## src/rtl/phase_alu_pkg.sv

```systemverilog
// phase_alu_pkg: shared definitions for the four-phase operand sequencer.
//   DEF_W / DEF_CW : default operand/result width and completed-round counter width
//   OP_*           : 2-bit opcode encodings captured alongside operand A
//   state_t        : sequencer states (IDLE, WAIT_B, WAIT_X, WAIT_W)
package phase_alu_pkg;

    localparam int unsigned DEF_W  = 8;
    localparam int unsigned DEF_CW = 8;

    localparam logic [1:0] OP_ADD = 2'b00;
    localparam logic [1:0] OP_SUB = 2'b01;
    localparam logic [1:0] OP_AND = 2'b10;
    localparam logic [1:0] OP_XOR = 2'b11;

    typedef enum logic [1:0] {
        IDLE,
        WAIT_B,
        WAIT_X,
        WAIT_W
    } state_t;

endpackage

```

## src/rtl/phase_alu_ctrl_if.sv

```systemverilog
// phase_alu_ctrl_if: bundle of phase, operand and result signals between the
// ring-counter side (master) and the sequencer/ALU (slave).
//   t0..t3       : timing phases from the ring counter
//   start        : round request, honoured on t0 while idle
//   op           : opcode, captured with operand A
//   din          : operand bus (A on t0, B on t1)
//   result/carry : registered ALU outputs
//   result_valid : one-cycle publish pulse
//   busy         : round in progress
//   phase_err    : sticky phase-fault flag
//   op_count     : completed rounds, wrapping
interface phase_alu_ctrl_if #(
    parameter int unsigned W  = phase_alu_pkg::DEF_W,
    parameter int unsigned CW = phase_alu_pkg::DEF_CW
);

    logic          t0;
    logic          t1;
    logic          t2;
    logic          t3;
    logic          start;
    logic [1:0]    op;
    logic [W-1:0]  din;
    logic [W-1:0]  result;
    logic          carry;
    logic          result_valid;
    logic          busy;
    logic          phase_err;
    logic [CW-1:0] op_count;

    modport master (
        output t0, t1, t2, t3, start, op, din,
        input  result, carry, result_valid, busy, phase_err, op_count
    );

    modport slave (
        input  t0, t1, t2, t3, start, op, din,
        output result, carry, result_valid, busy, phase_err, op_count
    );

endinterface

```

## src/rtl/phase_alu.sv

```systemverilog
// phase_alu: purely combinational ALU.
//   opr_i    : opcode (add, sub, and, xor)
//   a_i, b_i : operands
//   result_o : W-bit result
//   carry_o  : carry out of add, borrow out of sub (A < B), 0 for logic ops
module phase_alu
    import phase_alu_pkg::*;
#(
    parameter int unsigned W = DEF_W
) (
    input  logic [1:0]   opr_i,
    input  logic [W-1:0] a_i,
    input  logic [W-1:0] b_i,
    output logic [W-1:0] result_o,
    output logic         carry_o
);

    logic [W:0] sum;
    logic [W:0] diff;

    // Top bit of the zero-extended difference is set exactly when A < B.
    assign sum  = {1'b0, a_i} + {1'b0, b_i};
    assign diff = {1'b0, a_i} - {1'b0, b_i};

    always_comb begin
        result_o = '0;
        carry_o  = 1'b0;
        unique case (opr_i)
            OP_ADD:  {carry_o, result_o} = sum;
            OP_SUB:  {carry_o, result_o} = diff;
            OP_AND:  result_o = a_i & b_i;
            OP_XOR:  result_o = a_i ^ b_i;
            default: result_o = '0;
        endcase
    end

endmodule

```

## src/rtl/phase_alu_ctrl.sv

```systemverilog
// phase_alu_ctrl: four-phase operand sequencer driven by a one-hot ring counter.
// Captures A/opcode on t0, B on t1, computes on t2, publishes on t3. Any phase
// pattern that is not exactly one-hot, or an unexpected phase mid-round, aborts
// the round and sets a sticky error.
//   clk : clock, rising edge
//   rst : synchronous active-high reset
//   bus : phase inputs, operands and result outputs (slave side)
module phase_alu_ctrl
    import phase_alu_pkg::*;
#(
    parameter int unsigned W  = DEF_W,
    parameter int unsigned CW = DEF_CW
) (
    input  logic             clk,
    input  logic             rst,
    phase_alu_ctrl_if.slave  bus
);

    state_t        state_q;
    logic [W-1:0]  a_q;
    logic [W-1:0]  b_q;
    logic [1:0]    opr_q;
    logic [W-1:0]  result_q;
    logic          carry_q;
    logic          result_valid_q;
    logic          phase_err_q;
    logic [CW-1:0] op_count_q;

    logic [W-1:0]  alu_result;
    logic          alu_carry;
    logic          phase_ok;

    assign phase_ok = $onehot({bus.t3, bus.t2, bus.t1, bus.t0});

    phase_alu #(.W(W)) u_alu (
        .opr_i    (opr_q),
        .a_i      (a_q),
        .b_i      (b_q),
        .result_o (alu_result),
        .carry_o  (alu_carry)
    );

    always_ff @(posedge clk) begin
        if (rst) begin
            state_q        <= IDLE;
            a_q            <= '0;
            b_q            <= '0;
            opr_q          <= OP_ADD;
            result_q       <= '0;
            carry_q        <= 1'b0;
            result_valid_q <= 1'b0;
            phase_err_q    <= 1'b0;
            op_count_q     <= '0;
        end else begin
            result_valid_q <= 1'b0;
            if (!phase_ok) begin
                // Malformed phase vector aborts from any state, including IDLE.
                phase_err_q <= 1'b1;
                state_q     <= IDLE;
            end else begin
                unique case (state_q)
                    IDLE: begin
                        if (bus.t0 && bus.start) begin
                            a_q     <= bus.din;
                            opr_q   <= bus.op;
                            state_q <= WAIT_B;
                        end
                    end
                    WAIT_B: begin
                        if (bus.t1) begin
                            b_q     <= bus.din;
                            state_q <= WAIT_X;
                        end else begin
                            phase_err_q <= 1'b1;
                            state_q     <= IDLE;
                        end
                    end
                    WAIT_X: begin
                        if (bus.t2) begin
                            result_q <= alu_result;
                            carry_q  <= alu_carry;
                            state_q  <= WAIT_W;
                        end else begin
                            phase_err_q <= 1'b1;
                            state_q     <= IDLE;
                        end
                    end
                    WAIT_W: begin
                        if (bus.t3) begin
                            result_valid_q <= 1'b1;
                            op_count_q     <= op_count_q + 1'b1;
                            state_q        <= IDLE;
                        end else begin
                            phase_err_q <= 1'b1;
                            state_q     <= IDLE;
                        end
                    end
                    default: state_q <= IDLE;
                endcase
            end
        end
    end

    assign bus.result       = result_q;
    assign bus.carry        = carry_q;
    assign bus.result_valid = result_valid_q;
    assign bus.busy         = (state_q != IDLE);
    assign bus.phase_err    = phase_err_q;
    assign bus.op_count     = op_count_q;

endmodule

```

## src/flat_wrapper.sv

```systemverilog
// flat-port wrapper written by rule: the top's interface ports become plain ports
module phase_alu_ctrl_flat import phase_alu_pkg::*;
#(
    parameter int unsigned W  = DEF_W,
    parameter int unsigned CW = DEF_CW
)
  (clk, rst, bus_t0, bus_t1, bus_t2, bus_t3, bus_start, bus_op, bus_din, bus_result, bus_carry, bus_result_valid, bus_busy, bus_phase_err, bus_op_count);
  phase_alu_ctrl_if #(.W(W), .CW(CW)) bus_i ();
  input  logic clk;
  input  logic rst;
  input wire logic [$bits(bus_i.t0)-1:0] bus_t0;
  input wire logic [$bits(bus_i.t1)-1:0] bus_t1;
  input wire logic [$bits(bus_i.t2)-1:0] bus_t2;
  input wire logic [$bits(bus_i.t3)-1:0] bus_t3;
  input wire logic [$bits(bus_i.start)-1:0] bus_start;
  input wire logic [$bits(bus_i.op)-1:0] bus_op;
  input wire logic [$bits(bus_i.din)-1:0] bus_din;
  output wire logic [$bits(bus_i.result)-1:0] bus_result;
  output wire logic [$bits(bus_i.carry)-1:0] bus_carry;
  output wire logic [$bits(bus_i.result_valid)-1:0] bus_result_valid;
  output wire logic [$bits(bus_i.busy)-1:0] bus_busy;
  output wire logic [$bits(bus_i.phase_err)-1:0] bus_phase_err;
  output wire logic [$bits(bus_i.op_count)-1:0] bus_op_count;
  assign bus_i.t0 = bus_t0;
  assign bus_i.t1 = bus_t1;
  assign bus_i.t2 = bus_t2;
  assign bus_i.t3 = bus_t3;
  assign bus_i.start = bus_start;
  assign bus_i.op = bus_op;
  assign bus_i.din = bus_din;
  assign bus_result = bus_i.result;
  assign bus_carry = bus_i.carry;
  assign bus_result_valid = bus_i.result_valid;
  assign bus_busy = bus_i.busy;
  assign bus_phase_err = bus_i.phase_err;
  assign bus_op_count = bus_i.op_count;
  phase_alu_ctrl #(.W(W), .CW(CW)) u_core (.clk(clk), .rst(rst), .bus(bus_i));
endmodule
```

## config.mk

```make
export PLATFORM = sky130hd
export DESIGN_NAME = phase_alu_ctrl_flat
export DESIGN_NICKNAME = d
export VERILOG_FILES = /design/src/rtl/phase_alu_pkg.sv /design/src/rtl/phase_alu_ctrl_if.sv /design/src/rtl/phase_alu.sv /design/src/rtl/phase_alu_ctrl.sv /design/src/flat_wrapper.sv
export SDC_FILE = /design/constraint.sdc
export NUM_CORES = 1
export LEC_CHECK = 0
export ABC_AREA = 1
export BUFFER_PORTS_ARGS = -buffer_cell sky130_fd_sc_hd__buf_2
export CAP_MARGIN = 20
export CORE_MARGIN = 3
export CORE_UTILIZATION = 55
export CTS_BUF_LIST = sky130_fd_sc_hd__clkbuf_8
export DETAILED_ROUTE_END_ITERATION = 7
export GPL_TIMING_DRIVEN = 0
export PLACE_DENSITY_LB_ADDON = 0.05
export SYNTH_ARGS = -nofsm -noshare
export SYNTH_HDL_FRONTEND = slang
export SYNTH_SLANG_ARGS = --single-unit
```

## constraint.sdc

```tcl
create_clock -name clk -period 5.5 [get_ports clk]
set_clock_uncertainty 0.15 [all_clocks]
set_input_delay 1.1 -clock clk [delete_from_list [all_inputs] [get_ports clk]]
set_output_delay 1.1 -clock clk [all_outputs]
set_load 0.01 [all_outputs]
```

# Yosys cells after proc, flatten, opt, wreduce, memory -nomap -nowiden
# Cells that the tools add are included.
# W data, S select, Z words.
# word_totals
register_bits	39
input_bits	17
# classes
reduce_logical	11
n_addsub	6
n_eq_ne	12
bitwise	4
n_mux	12
# op_table
operator	count
$pmux W8 S4	1
$reduce_and A3 Y1	4
$add A8 B8 Y9	1
$ne A3 B3 Y1 const B	3
$sub A8 B8 Y9	1
$add A8 B1 Y8 const B	1
$and A8 B8 Y8	1
$eq A2 B2 Y1 const B	4
$pmux W2 S4	1
$xor A8 B8 Y8	1
$mux W2	3
$mux W1	5
$add A1 B1 Y2	2
$eq A2 B1 Y1 const B	2
$logic_not A2 Y1	2
$ne A4 B4 Y1 const B	1
$reduce_and A4 Y1	1
$add A3 B3 Y3	1
$eq A3 B1 Y1 const B	1
$pmux W1 S3	1
$reduce_or A3 Y1	1
$ne A2 B1 Y1 const B	1
$not A1 Y1	2
$pmux W1 S2	1
3 further kinds	3

# Logic depth before layout (Yosys ltp)
# Gate-level depths: netlist (run 1).
# depth
depth_word	5
mapped_depth	13

# By module
# Synthesis (run 1) repeated with hierarchy kept, for this count alone.
# unflattened
cells_unflattened	399
area_unflattened_um2	2631.3
# by_module_without_submodules
module	n_inst	seq_area_each_um2	cells_each	area_per_inst_um2
phase_alu_ctrl	1	780.7	227	1707.9
phase_alu	1	0.0	172	923.4

# Worst setup path after synthesis (run 1)
# Ideal clock, no wire load.
# synth_path
path_type	input-to-reg
startpoint	input bus_t1
endpoint	register u_core.op_count_q[4] (netlist: u_core.bus.op_count[4])
t_required_ns	5.231
path_buffers	0
setup_time_ns	0.119
path_slack_ns	2.427
path_stages	10
arrival_ns	2.804
cell_sequence	ha_1 -> ha_1 -> fa_1 -> nand3b_4 -> nor2_4 -> inv_2 -> nor3_2 -> nand2_1 -> o21ai_0 -> a21oi_1
# synth_between
elab_chain_len	4
# synth_lines
item	line_no	rtl
start, declared	flat_wrapper.sv:12	input wire logic [$bits(bus_i.t1)-1:0] bus_t1;
$add A1 B1 Y2 (not written as such)	phase_alu_ctrl.sv:33	assign phase_ok = $onehot({bus.t3, bus.t2, bus.t1, bus.t0});
$add A3 B3 Y3 (not written as such)	phase_alu_ctrl.sv:33	
$eq A3 B1 Y1	phase_alu_ctrl.sv:33	
$reduce_and A3 Y1 (no line)	--	
end signal, assigned	phase_alu_ctrl.sv:91	op_count_q <= op_count_q + 1'b1;
end, declared	phase_alu_ctrl.sv:27	logic [CW-1:0] op_count_q;
# No other way between the ends.
# A chain may end at the register's enable or synchronous reset.

# Final worst setup path (run 1)
# Ends and elaborated chain as after synthesis.

==> results of run 1 <==
## metal layers
metal	GRT usage (%)	routed length (um)	share of wire (%)	up-vias
li1	-	-	-	1293
met1	31.5	2960	51	1111
met2	36.9	2620	45	51
met3	4.41	229	3.9	6
met4	4.94	42	0.72	0
met5	0	0	0	-
## kinds of logic (layout without fill, tap and decap cells)
kind of cell / after synthesis / count (layout) / share of synthesized area [%]
buffers and inverters: 66 / 109 / 10.4
adders and majority gates: 28 / 28 / 14.4
and+or+nand+nor: 152 / 152 / 26.3
xor gates and xnor gates: 5 / 5 / 1.69
DFF: 39 / 39 / 30.1
AOI/OAI and AO/OA: 82 / 82 / 17.1
## power by group through the flow
stage	clock network, W	registers (W)	logic, W
finish	0.000282	0.000295	0.000123
global placement	0	0.000301	0.000119
detailed placement	0	0.000301	0.000122
CTS	0.000284	0.000295	0.000123
global route	0.000295	0.000296	0.000141
floorplan	0	0.000300	0.0000917
## cell usage in the layout, fill, tap and decap left out, types with 22 or more instances in the layout
cell / n
sky130_fd_sc_hd__nand2_1: 64
sky130_fd_sc_hd__ha_1: 25
sky130_fd_sc_hd__buf_2: 42
sky130_fd_sc_hd__nor2_1: 47
sky130_fd_sc_hd__inv_1: 50
sky130_fd_sc_hd__nand3_1: 22
sky130_fd_sc_hd__a21oi_1: 31
sky130_fd_sc_hd__o21ai_0: 38
sky130_fd_sc_hd__dfxtp_1: 39
## per-stage QoR
step	instances	worst slack, ps	hold slack (ps)	cell area, um2
after floorplan	372	2430	301	2590
after global placement	459	2120	301	2830
after detailed placement	459	2080	303	2830
after CTS	467	2380	315	2960
after global routing	467	2250	334	2960
final	467	2410	312	2960
## worst max-delay path, cell delays in order
cell and delay [ps]:
sky130_fd_sc_hd__buf_2 110, sky130_fd_sc_hd__ha_1 280, sky130_fd_sc_hd__ha_1 210, sky130_fd_sc_hd__fa_1 430
sky130_fd_sc_hd__nand3b_4 230, sky130_fd_sc_hd__nor2_4 180, sky130_fd_sc_hd__inv_2 100, sky130_fd_sc_hd__nor3_2 170
sky130_fd_sc_hd__nand2_1 100, sky130_fd_sc_hd__o21ai_0 160, sky130_fd_sc_hd__a21oi_1 60
## state kept, by name (all words and copies together) (netlist names)
name,flops
u_core.a_q,8
u_core.b_q,8
u_core.bus.carry,1
u_core.bus.op_count,8
u_core.bus.phase_err,1
u_core.bus.result,8
u_core.bus.result_valid,1
u_core.opr_q,2
u_core.state_q,2
## layout make-up
| cell class | count | area share (%) |
|---|---|---|
| Buffer | 13 | 2.36 |
| Clock inverter | 3 | 2.15 |
| Tap cell | 52 | 2.20 |
| Multi-Input combinational cell | 267 | 52.0 |
| Timing Repair Buffer | 35 | 5.91 |
| Sequential cell | 39 | 26.3 |
| Clock buffer | 5 | 2.32 |
| Inverter | 53 | 6.71 |
## path summary, 6_finish.rpt
kind,endpoint,slack [ps],cells after the start
min reg2reg,u_core.bus.result[0],310,2
max reg2reg,u_core.bus.carry,3520,12
min,u_core.bus.result[0],310,2
max,u_core.bus.op_count[4],2410,11
==> flow_metrics.env, run 1 <==
export IMPL_grt_pass1_wl_um=9910
export IMPL_post_synthesis_instance_area_um2=2590
export IMPL_ys_top_cells_by_count="sky130_fd_sc_hd__nand2_1, sky130_fd_sc_hd__inv_1, sky130_fd_sc_hd__nor2_1"
export IMPL_port_buffers=35
export IMPL_synth_distinct_cells=38
export IMPL_routedWlPerCell_um=12.5
export IMPL_syn_nets=417
export IMPL_rsz0062_at_grt="false"
export IMPL_height_of_the_die_um=74.6
export IMPL_io_pins=37
export IMPL_globalRouteOverflowTotal=0
export IMPL_netlist_instances=372
export IMPL_worst_slew_pin_transition_ps=517
export IMPL_worstSetupStartpointType="input port"
export IMPL_ctsLongestPathBuffers=2
export IMPL_final_max_slew_violation_count=0
export IMPL_synth_edf_count=0
export IMPL_root_buffer="sky130_fd_sc_hd__clkbuf_8"
export IMPL_route_vias_total=2461
export IMPL_fin_nets=459
export IMPL_synth_flop_cell="sky130_fd_sc_hd__dfxtp_1"
export IMPL_clkSlewWorstSetupHoldPaths_ps=80
export IMPL_timing_worst_setup_path_type="in -> reg"
export IMPL_r2r_start="u_core.a_q[0]"
export IMPL_grt_start_max_net_pins=13
export IMPL_cts_tree="built"
export IMPL_multi_input_area_um2=1540
export IMPL_synthToLayoutAreaGrowth_pct=14.4
export IMPL_place_detailed_hpwl_um=4620
export IMPL_sequentialPowerShare_pct=42.2
export IMPL_timing_hold_violations_final=0
export IMPL_floorplan_core_area_um2=4440
export IMPL_die_w_um=74.6
export IMPL_gr_usage_all_layers_pct=22.7
export IMPL_worst_path_max_fanout=8
export IMPL_layout_area_seq_um2=781
export IMPL_total_leakage_power_nw=1.44
export IMPL_worst_endpoint_arrival_ps=3130
export IMPL_post_route_cells_drive_above_1_share_pct=15.7
export IMPL_power_switching_w=0.000185
export IMPL_fin_crit_ps=3090
export IMPL_number_of_fillers_in_the_final_layout=425
export IMPL_power_density_cell_area_nw_per_um2=236
export IMPL_detail_route_drc_violations=0
export IMPL_worst_setup_path_startpoint="bus_t1"
export IMPL_synth_top_cell_area_share_pct=30.1
export IMPL_gpl_final_weighted_congestion=0.891
export IMPL_share_clk_of_total_power_pct=40.3
export IMPL_post_cts_hold_buffer_count=0
export IMPL_route_antenna_remaining_nets=0
export IMPL_antenna_cells=0
export IMPL_cts_sinks=39
export IMPL_power_combinational_fraction_pct=17.6
export IMPL_synth_async_sr_flop_share_pct=0
export IMPL_timing_final_crit_share_pct=56.2
export IMPL_number_of_global_route_vias_before_repair=2240
export IMPL_ys_top_cells_by_area="sky130_fd_sc_hd__dfxtp_1, sky130_fd_sc_hd__ha_1, sky130_fd_sc_hd__nand2_1, sky130_fd_sc_hd__o21ai_0, sky130_fd_sc_hd__inv_1"
export IMPL_crit_path_end_kind="flip-flop"
export IMPL_synth_warnings=0
export IMPL_yosysSeqAreaShare_pct=30.1
export IMPL_clock_fmax_mhz=324
export IMPL_route_detailed_vias_per_inst=5.27
export IMPL_max_cap_violations=0
export IMPL_synth_seq_cells=39
export IMPL_effective_utilization_at_floorplan_pct=58.3
export IMPL_p_sw_share_pct=26.5
export IMPL_power_after_layout_w=0.000699
export IMPL_post_synth_top_count_cell="sky130_fd_sc_hd__nand2_1"
export IMPL_worstSkewPairLatency_ps=290
export IMPL_p_int_w=0.000514
export IMPL_rows=24
export IMPL_synthesis_area_per_instance_um2=6.97
export IMPL_dieArea_um2=5570
export IMPL_post_cts_setup_buffer_count=0
export IMPL_total_clock_buffers_created_by_cts=5
export IMPL_ctsHtreeMaxLevel=2
export IMPL_hold_path_class="reg -> reg"
export IMPL_worst_slew_margin_rel_pct=65.4
export IMPL_number_of_antenna_violations_at_the_first_check_in_global_routing=0
export IMPL_status="completed"
export IMPL_drt_iter0_drc=181
export IMPL_finalCoreUtilization_pct=66.7
export IMPL_critical_path_required_ps=5540
export IMPL_fin_setup_tns_ps=0
export IMPL_drt_first_pass_iters=5
export IMPL_synth_largest_area_cell="sky130_fd_sc_hd__dfxtp_1"
export IMPL_routed_wl_um=5850
export IMPL_timing_final_setup_violations=0
export IMPL_ir_drop_uv=233
export IMPL_post_cts_resize_count=0
export IMPL_hold_path_startpoint="u_core.bus.result[0]"
Note: power is estimated with default switching activity, not from simulation.
==> run 2, diff against run 1 <==
--- a/config.mk
+++ b/config.mk
@@ -5,11 +5,11 @@
 export SDC_FILE = /design/constraint.sdc
 export NUM_CORES = 1
 export LEC_CHECK = 0
-export ABC_AREA = 1
+export ABC_AREA = 0
 export BUFFER_PORTS_ARGS = -buffer_cell sky130_fd_sc_hd__buf_2
 export CAP_MARGIN = 20
 export CORE_MARGIN = 3
-export CORE_UTILIZATION = 55
+export CORE_UTILIZATION = 54
 export CTS_BUF_LIST = sky130_fd_sc_hd__clkbuf_8
 export DETAILED_ROUTE_END_ITERATION = 7
 export GPL_TIMING_DRIVEN = 0
==> constraint.sdc (replaced) <==
create_clock -name clk -period 2.71 [get_ports clk]
set_clock_uncertainty 0.15 [all_clocks]
set_input_delay 0.542 -clock clk [delete_from_list [all_inputs] [get_ports clk]]
set_output_delay 0.542 -clock clk [all_outputs]
set_load 0.01 [all_outputs]
==> run 2 against run 1 <==
Hold slack improved by 5.2 ps. Worst setup slack got worse by 2400 ps. Synthesized area decreased by 0.87%. Via count is 9.2% lower. Flip-flop and latch count stayed put. Critical path type unchanged. Sequential share of layout area is 0.86 points lower. Die area rose by 0.89%. Wire length up 6.4%. Global-route usage grew 0.51 points. Cell area rose by 3.4%. Combinational power grew 87%.
==> flow_metrics.env, run 2 <==
export IMPL_status="completed"
export IMPL_place_detailed_hpwl_um=4360
export IMPL_synth_warnings=0
export IMPL_globalRouteOverflowTotal=0
export IMPL_worst_endpoint_arrival_ps=2720
export IMPL_timing_hold_violations_final=0
export IMPL_total_clock_buffers_created_by_cts=5
export IMPL_cts_sinks=39
export IMPL_timing_final_setup_violations=0
export IMPL_ctsLongestPathBuffers=2
export IMPL_gr_usage_all_layers_pct=23.2
export IMPL_cts_tree="built"
export IMPL_share_clk_of_total_power_pct=32.6
export IMPL_io_pins=37
export IMPL_post_route_cells_drive_above_1_share_pct=20.2
export IMPL_number_of_fillers_in_the_final_layout=406
export IMPL_placed_cells=387
export IMPL_route_detailed_vias_per_inst=5.60
export IMPL_rr_worst_depth=8
export IMPL_syn_nets=345
export IMPL_power_combinational_fraction_pct=18.9
export IMPL_synth_flop_cell="sky130_fd_sc_hd__dfxtp_1"
export IMPL_synth_seq_cells=39
export IMPL_route_antenna_remaining_nets=0
export IMPL_drt_iter0_drc=117
export IMPL_fin_setup_tns_ps=0
export IMPL_grt_start_max_net_pins=13
export IMPL_worst_slew_margin_rel_pct=62.7
export IMPL_synth_async_sr_flop_share_pct=0
export IMPL_fin_nets=391
export IMPL_grt_most_used_layer="met2"
export IMPL_crit_path_cell_trace="buf_8 > ha_4 > ha_4 > fa_1 > or3b_4 > buf_12 > nor3_4 > buf_4 > mux2i_1 > nor2_1"
export IMPL_worstSetupStartpointType="input port"
export IMPL_worstSkewPairLatency_ps=300
export IMPL_rsz0062_at_grt="true"
export IMPL_routed_wl_um=6220
export IMPL_critical_path_top_delay_family="adder cells"
export IMPL_sequentialPowerShare_pct=48.5
export IMPL_post_route_non_filler_standard_cell_count=399
export IMPL_synth_top_cell_area_share_pct=30.4
export IMPL_worst_slew_pin_transition_ps=560
export IMPL_height_of_the_die_um=75.0
export IMPL_drt_first_pass_iters=4
export IMPL_synthToLayoutAreaGrowth_pct=19.3
export IMPL_power_switching_w=0.000348
export IMPL_gpl_final_weighted_congestion=0.864
export IMPL_p_int_w=0.000868
export IMPL_min_path_cells=2
export IMPL_hold_path_startpoint="u_core.bus.result[4]"
export IMPL_met2_usage_pct=36.9
export IMPL_max_cap_violations=0
export IMPL_worst_path_max_fanout=5
export IMPL_cp_slowest_stage_delay_ps=440
export IMPL_layout_cells_most_common="sky130_fd_sc_hd__nor2_1"
export IMPL_crit_path_end_kind="flip-flop"
export IMPL_layout_cells_most_common_list="sky130_fd_sc_hd__nor2_1, sky130_fd_sc_hd__dfxtp_1, sky130_fd_sc_hd__buf_2, sky130_fd_sc_hd__mux2i_1"
export IMPL_detail_route_drc_violations=0
export IMPL_r2r_start="u_core.a_q[0]"
export IMPL_final_max_slew_violation_count=0
export IMPL_antenna_cells=0
export IMPL_hold_end="u_core.bus.result[4]"
export IMPL_post_synthesis_instance_area_um2=2570
export IMPL_worst_path_max_delay_cell="sky130_fd_sc_hd__fa_1"
export IMPL_ys_top_cells_by_count="sky130_fd_sc_hd__nor2_1, sky130_fd_sc_hd__dfxtp_1, sky130_fd_sc_hd__ha_1"
export IMPL_effective_utilization_at_floorplan_pct=57.4
export IMPL_clkSlewWorstSetupHoldPaths_ps=80
export IMPL_synth_largest_area_cell="sky130_fd_sc_hd__dfxtp_1"
export IMPL_number_of_antenna_violations_at_the_first_check_in_global_routing=0
export IMPL_ys_top_cells_by_area="sky130_fd_sc_hd__dfxtp_1, sky130_fd_sc_hd__ha_1, sky130_fd_sc_hd__mux2i_1, sky130_fd_sc_hd__nor2_1, sky130_fd_sc_hd__inv_1"
export IMPL_grt_util_met1_pct=31.6
export IMPL_yosysSeqAreaShare_pct=30.4
export IMPL_timing_worst_setup_path_type="in -> reg"
export IMPL_hold_path_class="reg -> reg"
export IMPL_ir_drop_uv=337
export IMPL_postPlaceCellArea_um2=2850
export IMPL_synthesis_area_per_instance_um2=8.56
export IMPL_route_vias_total=2235
export IMPL_r2r_setup_slack_ps=300
export IMPL_clock_fmax_mhz=370
export IMPL_synth_edf_count=0
export IMPL_die_w_um=75.0
export IMPL_dieArea_um2=5620
export IMPL_p_sw_share_pct=28.6
export IMPL_multi_input_area_um2=1700
export IMPL_timing_final_crit_share_pct=99.7
export IMPL_port_buffers=35
export IMPL_cell_with_the_most_instances_on_the_worst_path="sky130_fd_sc_hd__ha_4"
export IMPL_layout_area_seq_um2=781
export IMPL_floorplan_core_area_um2=4470
export IMPL_grt_met3_usage_pct=4.81
export IMPL_critPathBufInv=3
export IMPL_grt_pass1_wl_um=9880
export IMPL_root_buffer="sky130_fd_sc_hd__clkbuf_8"
export IMPL_rows=24
export IMPL_total_leakage_power_nw=1.27
export IMPL_power_density_cell_area_nw_per_um2=397
export IMPL_ctsHtreeMaxLevel=2
export IMPL_fin_crit_ps=2700
export IMPL_post_synth_top_count_cell="sky130_fd_sc_hd__nor2_1"
export IMPL_critical_path_required_ps=2730
export IMPL_netlist_instances=300
export IMPL_final_area_um2=3060
export IMPL_reg2reg_to="u_core.bus.result[6]"
export IMPL_routedWlPerCell_um=15.6
export IMPL_number_of_global_route_vias_before_repair=2095
export IMPL_synth_distinct_cells=54
run 2: cell types whose count changed after synthesis, moves of 6 or more:
cell and delta:
sky130_fd_sc_hd__a21o_1 +6, sky130_fd_sc_hd__a21oi_1 -21, sky130_fd_sc_hd__inv_1 -28, sky130_fd_sc_hd__mux2i_1 +24, sky130_fd_sc_hd__nand2_1 -45, sky130_fd_sc_hd__nand2b_1 +7
sky130_fd_sc_hd__nand3_1 -18, sky130_fd_sc_hd__o21ai_0 -29
run 2: cell families (layout without fill, tap and decap cells):
kind of cell	count (synthesis)	count (layout)	share of synthesized area, %
buffers and inverters	36	83	5.94
AND/OR/NAND/NOR	108	108	20.3
adder cells (fa/ha/maj)	28	28	14.5
flip-flops	39	39	30.4
XOR/XNOR	7	7	2.39
AO/OA/AOI/OAI	56	56	15.8
multiplexers	26	26	10.7
run 2: cell type report:
| cell class | instances | share of cell area [%] |
|---|---|---|
| sequential | 39 | 25.5 |
| clock inverter | 3 | 0.531 |
| buffer | 13 | 2.82 |
| clock buffer | 5 | 2.25 |
| inverter | 22 | 2.69 |
| multi-input combinational | 225 | 55.5 |
| timing repair buffer | 40 | 8.66 |
| tap | 52 | 2.12 |
run 2: what timing repair did:
action	CTS	global route
pin swaps	1	0
hold buffers	0	0
gates cloned	1	1
gates resized for setup	11	12
setup buffers	0	3
setup endpoints to repair	22	23
run 2: worst reg2reg max path: stages (launching register included):
cell	delay, ps
sky130_fd_sc_hd__dfxtp_1	360
sky130_fd_sc_hd__inv_1	50
sky130_fd_sc_hd__ha_1	210
sky130_fd_sc_hd__fa_1	400
sky130_fd_sc_hd__and2b_1	240
sky130_fd_sc_hd__o22ai_1	120
sky130_fd_sc_hd__o31a_1	290
sky130_fd_sc_hd__mux2_1	320
sky130_fd_sc_hd__a311oi_1	200
run 2: through the flow:
step	power [W]	worst slack, ps	hold WS (ps)	utilization [%]
floorplan	0.000726	-74.2	326	-
global placement	0.000776	-410	298	63.6
detailed placement	0.000780	-488	307	63.6
CTS	0.00119	5.01	321	66.3
global route	0.00127	-53.8	344	68.5
finish	0.00122	8.15	318	68.5
run 2: per-layer routing:
| metal | share of wire, % | wire length (um) |
|---|---|---|
| met5 | 0 | 0 |
| met4 | 1.6 | 98 |
| met3 | 4.9 | 307 |
| met2 | 46 | 2830 |
| met1 | 48 | 2980 |
run 2: power groups by stage:
stage / Combinational [W] / Clock [W] / Sequential, W
after detailed placement: 0.000176 / 0 / 0.000603
after floorplan: 0.000124 / 0 / 0.000602
final: 0.000230 / 0.000396 / 0.000590
after global routing: 0.000248 / 0.000433 / 0.000591
after CTS: 0.000192 / 0.000405 / 0.000590
after global placement: 0.000173 / 0 / 0.000603
run 2: worst max path at each step:
stage / slack [ps] / depth (start not counted) / start / endpoint
2_1_floorplan: -70 / 8 / bus_t3 / u_core.bus.result[5]
3_3_place_gp: -410 / 10 / bus_t3 / u_core.a_q[6]
3_5_place_dp: -490 / 10 / bus_t3 / u_core.a_q[4]
4_1_cts: 5 / 10 / bus_t3 / u_core.a_q[4]
5_1_grt: -50 / 10 / bus_t3 / u_core.a_q[2]
6_report: 8 / 10 / bus_t3 / u_core.opr_q[1]
